$ cat src/rtl/sfx_pkg.sv
// Shared types and constants for the sound-effect player.
package sfx_pkg;

  typedef enum logic [1:0] {
    ST_IDLE,
    ST_EAT,
    ST_FAIL,
    ST_WIN
  } sfx_state_t;

  // Success arpeggio half-periods in clk cycles at 25.175 MHz.
  localparam logic [15:0] NOTE_C5 = 16'd24056;
  localparam logic [15:0] NOTE_E5 = 16'd19094;
  localparam logic [15:0] NOTE_G5 = 16'd16056;
  localparam logic [15:0] NOTE_C6 = 16'd12028;

endpackage

$ cat src/rtl/sfx_tone_gen.sv
// Square-wave generator: toggles its output every half_period clk cycles.
module sfx_tone_gen #(
  parameter int HP_W = 16
) (
  input  logic            clk,
  input  logic            rst,
  input  logic            i_restart,
  input  logic [HP_W-1:0] i_half_period,
  output logic            o_wave
);

  logic [HP_W-1:0] r_cnt;
  logic            r_wave;
  logic            w_wrap;

  // >= rather than == so a half-period that shrinks below the running count
  // wraps at the next compare instead of running off to the counter limit.
  always_comb begin
    w_wrap = (i_half_period <= HP_W'(1)) || (r_cnt >= (i_half_period - HP_W'(1)));
  end

  always_ff @(posedge clk or posedge rst) begin
    if (rst) begin
      r_cnt  <= '0;
      r_wave <= 1'b0;
    end else if (i_restart) begin
      r_cnt  <= '0;
      r_wave <= 1'b0;
    end else if (w_wrap) begin
      r_cnt  <= '0;
      r_wave <= ~r_wave;
    end else begin
      r_cnt  <= r_cnt + HP_W'(1);
    end
  end

  assign o_wave = r_wave;

endmodule

$ cat src/rtl/sfx_player.sv
// Sound-effect player: eat beep, failure sweep and success arpeggio on a
// 1-bit square-wave pin, sequenced by vsync frames.
module sfx_player
  import sfx_pkg::*;
#(
  parameter int HP_W            = 16,
  parameter int EAT_HALF_PERIOD = 12587,
  parameter int EAT_FRAMES      = 6,
  parameter int FAIL_START_HP   = 25175,
  parameter int FAIL_STEP       = 1024,
  parameter int FAIL_FRAMES     = 30,
  parameter int WIN_NOTE_FRAMES = 10
) (
  input  logic clk,
  input  logic rst,
  input  logic i_eat,
  input  logic i_failure,
  input  logic i_success,
  input  logic i_vsync,
  input  logic i_mute,
  output logic o_audio,
  output logic o_busy
);

  localparam int WIN_FRAMES = 4 * WIN_NOTE_FRAMES;
  localparam int MAX_EF     = (EAT_FRAMES > FAIL_FRAMES) ? EAT_FRAMES : FAIL_FRAMES;
  localparam int MAX_FRAMES = (MAX_EF > WIN_FRAMES) ? MAX_EF : WIN_FRAMES;
  localparam int FC_W       = $clog2(MAX_FRAMES + 1);

  sfx_state_t      r_state, w_state_next;
  logic            r_fail_d, r_succ_d, r_vsync_d;
  logic            w_fail_rise, w_fail_fall, w_succ_rise, w_succ_fall, w_frame;
  logic [FC_W-1:0] r_frame_cnt, w_frame_next, w_frame_inc, w_frame_limit;
  logic [FC_W-1:0] w_note_div;
  logic [1:0]      w_note_idx;
  logic [HP_W:0]   w_fail_sum;
  logic [HP_W-1:0] w_fail_hp, w_note_hp, w_half_period;
  logic            w_restart, w_wave;

  always_comb begin
    w_fail_rise = i_failure & ~r_fail_d;
    w_fail_fall = ~i_failure & r_fail_d;
    w_succ_rise = i_success & ~r_succ_d;
    w_succ_fall = ~i_success & r_succ_d;
    w_frame     = i_vsync & ~r_vsync_d;
  end

  always_ff @(posedge clk or posedge rst) begin
    if (rst) begin
      r_fail_d  <= 1'b0;
      r_succ_d  <= 1'b0;
      r_vsync_d <= 1'b0;
    end else begin
      r_fail_d  <= i_failure;
      r_succ_d  <= i_success;
      r_vsync_d <= i_vsync;
    end
  end

  always_comb begin
    w_frame_inc = r_frame_cnt + FC_W'(1);
    unique case (r_state)
      ST_EAT:  w_frame_limit = FC_W'(EAT_FRAMES);
      ST_FAIL: w_frame_limit = FC_W'(FAIL_FRAMES);
      ST_WIN:  w_frame_limit = FC_W'(WIN_FRAMES);
      default: w_frame_limit = '0;
    endcase
  end

  // Events outrank aborts and frame ticks, so an event coinciding with a
  // frame edge restarts the count at zero.
  always_comb begin
    w_state_next = r_state;
    w_frame_next = r_frame_cnt;
    w_restart    = (r_state == ST_IDLE);
    if (w_fail_rise) begin
      w_state_next = ST_FAIL;
      w_frame_next = '0;
      w_restart    = 1'b1;
    end else if (w_succ_rise && (r_state == ST_IDLE || r_state == ST_EAT)) begin
      w_state_next = ST_WIN;
      w_frame_next = '0;
      w_restart    = 1'b1;
    end else if (i_eat && (r_state == ST_IDLE || r_state == ST_EAT)) begin
      w_state_next = ST_EAT;
      w_frame_next = '0;
      w_restart    = 1'b1;
    end else if ((r_state == ST_FAIL && w_fail_fall) || (r_state == ST_WIN && w_succ_fall)) begin
      w_state_next = ST_IDLE;
      w_frame_next = '0;
    end else if (r_state != ST_IDLE && w_frame) begin
      w_frame_next = w_frame_inc;
      if (w_frame_inc == w_frame_limit) begin
        w_state_next = ST_IDLE;
        w_frame_next = '0;
      end
    end
  end

  always_ff @(posedge clk or posedge rst) begin
    if (rst) begin
      r_state     <= ST_IDLE;
      r_frame_cnt <= '0;
    end else begin
      r_state     <= w_state_next;
      r_frame_cnt <= w_frame_next;
    end
  end

  always_comb begin
    w_fail_sum = (HP_W+1)'(FAIL_START_HP) + (HP_W+1)'(FAIL_STEP) * (HP_W+1)'(r_frame_cnt);
    w_fail_hp  = w_fail_sum[HP_W] ? '1 : w_fail_sum[HP_W-1:0];
    w_note_div = r_frame_cnt / FC_W'(WIN_NOTE_FRAMES);
    w_note_idx = (w_note_div > FC_W'(3)) ? 2'd3 : w_note_div[1:0];
    unique case (w_note_idx)
      2'd0:    w_note_hp = HP_W'(NOTE_C5);
      2'd1:    w_note_hp = HP_W'(NOTE_E5);
      2'd2:    w_note_hp = HP_W'(NOTE_G5);
      default: w_note_hp = HP_W'(NOTE_C6);
    endcase
    unique case (r_state)
      ST_EAT:  w_half_period = HP_W'(EAT_HALF_PERIOD);
      ST_FAIL: w_half_period = w_fail_hp;
      ST_WIN:  w_half_period = w_note_hp;
      default: w_half_period = '0;
    endcase
  end

  sfx_tone_gen #(
    .HP_W(HP_W)
  ) u_tone (
    .clk          (clk),
    .rst          (rst),
    .i_restart    (w_restart),
    .i_half_period(w_half_period),
    .o_wave       (w_wave)
  );

  assign o_busy  = (r_state != ST_IDLE);
  assign o_audio = w_wave & o_busy & ~i_mute;

endmodule

$ cat config.mk
export PLATFORM = sky130hd
export DESIGN_NAME = sfx_player
export DESIGN_NICKNAME = d
export VERILOG_FILES = /design/src/rtl/sfx_pkg.sv /design/src/rtl/sfx_tone_gen.sv /design/src/rtl/sfx_player.sv
export SDC_FILE = /design/constraint.sdc
export NUM_CORES = 1
export LEC_CHECK = 0
export ABC_AREA = 0
export CAP_MARGIN = 20
export CORE_MARGIN = 5
export CORE_UTILIZATION = 25
export DETAILED_ROUTE_END_ITERATION = 7
export GPL_TIMING_DRIVEN = 0
export PLACE_DENSITY = 0.49
export SYNTH_ARGS = -nofsm -noshare
export SYNTH_HDL_FRONTEND = slang
export SYNTH_HIERARCHICAL = 1
export SYNTH_SLANG_ARGS = --single-unit
$ cat constraint.sdc
create_clock -name clk -period 5.8 [get_ports clk]
set_clock_uncertainty 0.1 [all_clocks]
set_input_delay 1.16 -clock clk [delete_from_list [all_inputs] [get_ports clk]]
set_output_delay 1.16 -clock clk [all_outputs]
set_load 0.02 [all_outputs]
==> results of run 1 <==
==> final timing paths <==
check                                             to  slack (ns)  cells past startpoint
hold reg to reg            u_tone/r_cnt[0]$_DFF_PP0_        0.45                      1
min in group asynchronous         r_fail_d$_DFF_PP0_        1.10                      2
hold / removal             u_tone/r_cnt[0]$_DFF_PP0_        0.45                      1
setup / recovery           u_tone/o_wave$_DFFE_PP0P_        0.30                     21
max in group asynchronous  u_tone/o_wave$_DFFE_PP0P_        3.98                      2
setup reg to reg           u_tone/o_wave$_DFFE_PP0P_        0.30                     21
==> critical path, cell delays in order, from the launching register on <==
cell	delay, ns
dfrtp_1	0.37
buf_4	0.16
inv_1	0.09
ha_1	0.19
or2_0	0.20
maj3_2	0.33
a211oi_4	0.26
inv_1	0.10
ha_1	0.30
nand3_1	0.08
nand2_1	0.12
or4_4	0.56
nor3_4	0.26
buf_4	0.17
and3_1	0.15
xnor2_1	0.09
ha_1	0.36
and4_1	0.25
nand3_1	0.08
or4b_2	0.65
nand4_4	0.21
mux2_4	0.32
==> sequential cells by signal, indices dropped and copies added, names as in the netlist <==
name           count
u_tone/r_cnt      16
r_frame_cnt        6
r_state            2
r_fail_d           1
r_succ_d           1
r_vsync_d          1
u_tone/o_wave      1
==> synth_stat cells (all sizes together), types with 2 or more instances <==
cell / number / area [µm²]
clkbuf: 4 / 28.8
nand4: 8 / 65.1
nor3b: 4 / 35.0
ha: 34 / 425
a211o: 2 / 18.8
buf: 8 / 76.3
inv: 18 / 67.6
a2111oi: 2 / 17.5
nor3: 11 / 66.3
xor2: 16 / 140
nand2: 21 / 78.8
xnor2: 17 / 149
a31oi: 6 / 37.5
nor4: 2 / 12.5
or4: 2 / 18.8
and3: 5 / 32.5
o21a: 3 / 22.5
and4: 3 / 26.3
o21ai: 15 / 75.1
or3: 2 / 12.5
a21oi: 10 / 50.1
or2: 2 / 12.5
nand3: 23 / 115
dfrtp: 28 / 701
nor2: 38 / 143
a41oi: 2 / 17.5
nand2b: 4 / 25.0
==> repair_timing <==
action,CTS,global route
buffers inserted,0,4
resized for setup,0,4
setup endpoints to repair,0,17
==> cell type report <==
class / instances / area, µm² / area share (%)
multi-input combinational: 254 / 1830 / 59.9
sequential: 28 / 701 / 22.9
tap: 136 / 170 / 5.57
timing repair buffer: 12 / 110 / 3.60
buffer: 12 / 105 / 3.44
inverter: 18 / 67.6 / 2.21
clock buffer: 3 / 41.3 / 1.35
clock inverter: 1 / 30.0 / 0.982
==> cells by family (layout without fill, tap and decap cells) <==
kind of cell,Yosys count,count (layout),synth area share [%]
AO/OA/AOI/OAI,51,51,12.9
buffers and inverters,30,46,6.44
XOR/XNOR,33,33,10.8
flip-flops,28,28,26.1
adder cells (fa/ha/maj),35,35,16.3
multiplexers,2,2,0.933
AND/OR/NAND/NOR,133,133,26.6
==> power by group through the flow <==
stage	combinational, mW	sequential [mW]	clock, mW
3_5_place_dp	0.722	0.247	0
6_report	0.740	0.243	0.156
3_3_place_gp	0.708	0.248	0
4_1_cts	0.729	0.243	0.166
5_1_grt	0.831	0.248	0.172
2_1_floorplan	0.556	0.239	0
==> layer usage <==
metal	wire [µm]	track usage [%]	share of wire, %
met1	3070	13.5	51
met3	97	0.637	1.6
met4	63	2.88	1.0
met2	2830	16.4	47
met5	0	0	0
==> impl_metrics.ini, run 1 <==
[clock_tree]
clock_latency_ns = 0.28
clockBufferDepth = 2
cts-root-buf = clkbuf_8
htreeDepth = 1
hold_buffers = 0
cts_sinks = 28
cts_tree = done
clkTransAtPathRegs_ns = 0.10
cts_made_buffers = 3

[floorplanning]
core_mm2 = 0.0104
die_area_mm2 = 0.0129
rows = 37
die_w_um = 114
die_y_um = 114
start_util_pct = 25.7
ios = 9

[placed_design]
dp_hpwl_mm = 4.76
io_buffers = 8
dpl.cell_count = 456
dpl_cell_area_mm2 = 0.00293
gp_congestion = 0.748
pre_cts_ws_ns = 0.0346

[timing]
rsz0062_at_grt = false
period_needed_ns = 5.50
period_share_pct = 94.8
slew-limit-headroom_pct = 28.1
setup_violations = 0
setup_tns_ns = 0
fmax_mhz = 182
setup_slack_ns = 0.301
drv_slew = 0
timing.hold.ws_ns = 0.447
hold_violations = 0
worst_slew_pin_slew_ns = 1.05

[drt]
vias = 2268
ant_nets = 0
drt-wirelength-per-cell_um = 13.1
viasPerCell = 4.89
drt-initial-drc-count = 130
drt_pass1_iterations = 4
drc = 0
wirelength_mm = 6.06

[synth]
synthDistinctLibCells = 62
synth_warnings = 6
syn_inst = 312
ys_ff_latch = 28
syn_area_per_cell_um2 = 8.59
seq_area_frac_synth_pct = 26.1
synth_edf_count = 0
synthArstFlopShare_pct = 100
synth_ff_type = dfrtp_1
synth_area_mm2 = 0.00268
syn_nets = 353

[pwr]
power.leakage_nw = 1.28
peakVddDrop_uv = 174
switchingPower_mw = 0.530
pwr-share-seq_pct = 21.3
clockPowerShare_pct = 13.7
intPower_mw = 0.609
finalPower_mw = 1.14
p_sw_share_pct = 46.5
combPwrFrac_pct = 64.9
powerDensity_mw_per_mm2 = 373

[worst_setup_path]
arrival_ns = 5.57
path_max_fanout = 9
start_kind = register
worstPathRequired_ns = 5.87
worstSetupPathType = register to register
endpoint_kind = register
reg2reg_from = r_frame_cnt[0]$_DFFE_PP0P_
critPathLaunch = r_frame_cnt[0]$_DFFE_PP0P_

[global_route]
grt_pass1_vias = 2205
grt_max_degree = 18
grt-ovfl-total = 0
grt_pass1_wl_mm = 10.6
grt.total_usage_pct = 9.78
antenna_found_initial = 0

[layout]
final_cells = 464
layout_commonest_cell = nor2_1
layout.nets = 370
n_antenna_cell = 0
fin_area_mm2 = 0.00306
mostFrequentLayoutCells = 38 x nor2_1, 34 x ha_1, 28 x dfrtp_1
nFillCells = 1103
syn_to_final_growth_pct = 14.0
post-route-util_pct = 29.3
layout-drive-gt1-share_pct = 10.7

[hold_path]
hold_start = u_tone/r_cnt[0]$_DFF_PP0_
holdCritPathClass = register to register

[run_status]
outcome = complete, no violations

[run]
drv_cap = 0
Power figures use the tool's default switching activity.
==> inputs of run 2 (changes only) <==
--- a/config.mk
+++ b/config.mk
@@ -5,13 +5,14 @@
 export SDC_FILE = /design/constraint.sdc
 export NUM_CORES = 1
 export LEC_CHECK = 0
-export ABC_AREA = 0
+export ABC_AREA = 1
 export CAP_MARGIN = 20
 export CORE_MARGIN = 5
 export CORE_UTILIZATION = 25
 export DETAILED_ROUTE_END_ITERATION = 7
 export GPL_TIMING_DRIVEN = 0
 export PLACE_DENSITY = 0.49
+export REMOVE_ABC_BUFFERS = 1
 export SYNTH_ARGS = -nofsm -noshare
 export SYNTH_HDL_FRONTEND = slang
 export SYNTH_HIERARCHICAL = 1
==> run 2 against run 1 <==
  * Synthesized cell count grew 36%
  * Clock power rose by 14%
  * Critical endpoint is now u_tone/r_cnt[14]$_DFF_PP0_
  * Register-to-register slack improved by 1.3 ns
  * Largest power group unchanged
  * Critical path depth up 6
  * Sequential share of layout area is 0.86 points lower
  * Hold slack worse by 0.042 ns
  * Critical path type unchanged
==> impl_metrics.ini, run 2 <==
[run_status]
outcome = complete, no violations

[layout]
n_antenna_cell = 0
fin_area_mm2 = 0.00318
largest_register = u_tone/r_cnt
layout.nets = 475
nFillCells = 1267
layout_commonest_cell = nand2_1
largest_registers = u_tone/r_cnt: 16 flops, r_frame_cnt: 6 flops, r_state: 2 flops
syn_to_final_growth_pct = 11.0
multiInputGateArea_mm2 = 0.00185
final_cells = 576
largest_register_ffs = 16
seq_area_um2 = 701
layout-drive-gt1-share_pct = 6.47
mostFrequentLayoutCells = 105 x nand2_1, 65 x inv_1, 52 x nor2_1

[synth]
synth_ff_type = dfrtp_1
synthDistinctLibCells = 38
ys_ff_latch = 28
synthTopCellsByArea = dfrtp_1 24%, ha_1 15%, nand2_1 14%
synth.most_common_cell = nand2_1
syn_area_per_cell_um2 = 6.73
synthXorXnorAreaFrac_pct = 6.43
synth_top_area_share_pct = 24.5
seq_area_frac_synth_pct = 24.5
synth_area_mm2 = 0.00286
synthMuxAreaShare_pct = 0
synthAdderAreaFrac_pct = 14.9
synth_compound_area_share_pct = 8.84
synth_edf_count = 0
synth_warnings = 6
synth_simple_gate_area_share_pct = 34.6
yosysTopAreaCell = dfrtp_1
syn_inst = 425
synth_top_family_by_area = simple AND/OR/NAND/NOR gates
synthArstFlopShare_pct = 100
ys_top_cells_by_count = 105 x nand2_1, 65 x inv_1, 52 x nor2_1, 37 x nand3_1, 34 x ha_1

[global_route]
grt-ovfl-total = 0
antenna_found_initial = 0
grt_pass1_vias = 2556
grt.total_usage_pct = 10.4
grt_max_degree = 18
grt_pass1_wl_mm = 11.6

[timing]
period_share_pct = 73.2
setup_violations = 0
hold_violations = 0
slew-limit-headroom_pct = 47.3
period_needed_ns = 4.25
timing.hold.ws_ns = 0.405
worst_slew_pin_slew_ns = 0.789
fmax_mhz = 236
setup_tns_ns = 0
rsz0062_at_grt = false
drv_slew = 0

[clock_tree]
cts_sinks = 28
clock_latency_ns = 0.27
cts_tree = done
cts-root-buf = clkbuf_16
htreeDepth = 1
clockBufferDepth = 2
cts_resized = 0
hold_buffers = 0
post-cts-setup-buffer-count = 0
clkTransAtPathRegs_ns = 0.08
cts_made_buffers = 3

[drt]
drt-wirelength-per-cell_um = 11.5
viasPerCell = 4.45
vias = 2564
drt_pass1_iterations = 4
drc = 0
drt-initial-drc-count = 97
wirelength_mm = 6.61
ant_nets = 0

[worst_setup_path]
endpoint_kind = register
ff2ff_path_depth = 27
crit_top_cell = nand2_1
arrival_ns = 4.34
cp_slowest_cell = dfrtp_1
start_kind = register
worstSetupPathType = register to register
worstPathRequired_ns = 5.90
path_max_fanout = 16
cpPeakStageDelay_ns = 0.48

[floorplanning]
die_w_um = 117
ios = 9
core_mm2 = 0.0113
die_area_mm2 = 0.0137
rows = 39
die_y_um = 117
start_util_pct = 25.3

[pwr]
power.leakage_nw = 1.60
peakVddDrop_uv = 135
finalPower_mw = 1.33
powerDensity_mw_per_mm2 = 418

[run]
drv_cap = 0

[hold_path]
holdCritPathClass = register to register
min_path_cells = 1

[placed_design]
io_buffers = 8
dpl_cell_area_mm2 = 0.00309
dpl.cell_count = 572
gp_congestion = 0.842
dp_hpwl_mm = 5.44
run 2: area by class of cell:
type | count | area share (%)
multi-input cells | 320 | 58.4
flip-flops and latches | 28 | 22.1
inverters | 73 | 8.63
well taps | 143 | 5.63
clock buffers | 4 | 2.80
repair buffers | 8 | 2.52
run 2: cell families (layout without fill, tap and decap cells):
| logic type | count (synthesis) | after routing |
|---|---|---|
| DFF | 28 | 28 |
| and+or+nand+nor | 224 | 224 |
| buffers and inverters | 77 | 85 |
| adders and majority gates | 34 | 34 |
| xor gates and xnor gates | 21 | 21 |
| AOI/OAI and AO/OA | 41 | 41 |
run 2: layer usage:
metal	GRT usage (%)	vias up	wire length (µm)
met1	13.6	1172	3240
met3	1.08	4	97
met4	2.29	0	68
met5	0	-	0
met2	18.6	21	3210
li1	-	1367	-
run 2: where the power goes:
| part | switching [mW] | total (mW) | leakage, nW | internal (mW) |
|---|---|---|---|---|
| sequential | 0.0352 | 0.250 | 0.377 | 0.214 |
| combinational | 0.589 | 0.899 | 1.17 | 0.310 |
| clock | 0.0724 | 0.178 | 0.0442 | 0.106 |
run 2: critical path, delay by kind of cell (launching register included):
family          cells  cell delay, ns
fa+ha+maj           3            0.82
flops               1            0.48
xor+xnor            1            0.15
compound gates      4            0.54
buf+inv             5            0.49
simple gates       14            1.59
run 2: worst paths after layout:
kind	from	endpoint	slack, ns
setup reg to reg	r_frame_cnt[3]$_DFFE_PP0P_	u_tone/r_cnt[14]$_DFF_PP0_	1.55
max in group asynchronous	rst	u_tone/r_cnt[13]$_DFF_PP0_	3.81
setup / recovery	r_frame_cnt[3]$_DFFE_PP0P_	u_tone/r_cnt[14]$_DFF_PP0_	1.55
hold reg to reg	u_tone/r_cnt[0]$_DFF_PP0_	u_tone/r_cnt[0]$_DFF_PP0_	0.41
min in group asynchronous	rst	r_frame_cnt[4]$_DFFE_PP0P_	1.15
hold / removal	u_tone/r_cnt[0]$_DFF_PP0_	u_tone/r_cnt[0]$_DFF_PP0_	0.41
run 2: through the flow:
step,worst slack [ns],utilization [%]
6_report,1.55,28.1
2_1_floorplan,2.15,-
3_3_place_gp,1.65,27.3
4_1_cts,1.55,28.1
5_1_grt,1.07,28.1
3_5_place_dp,1.58,27.3
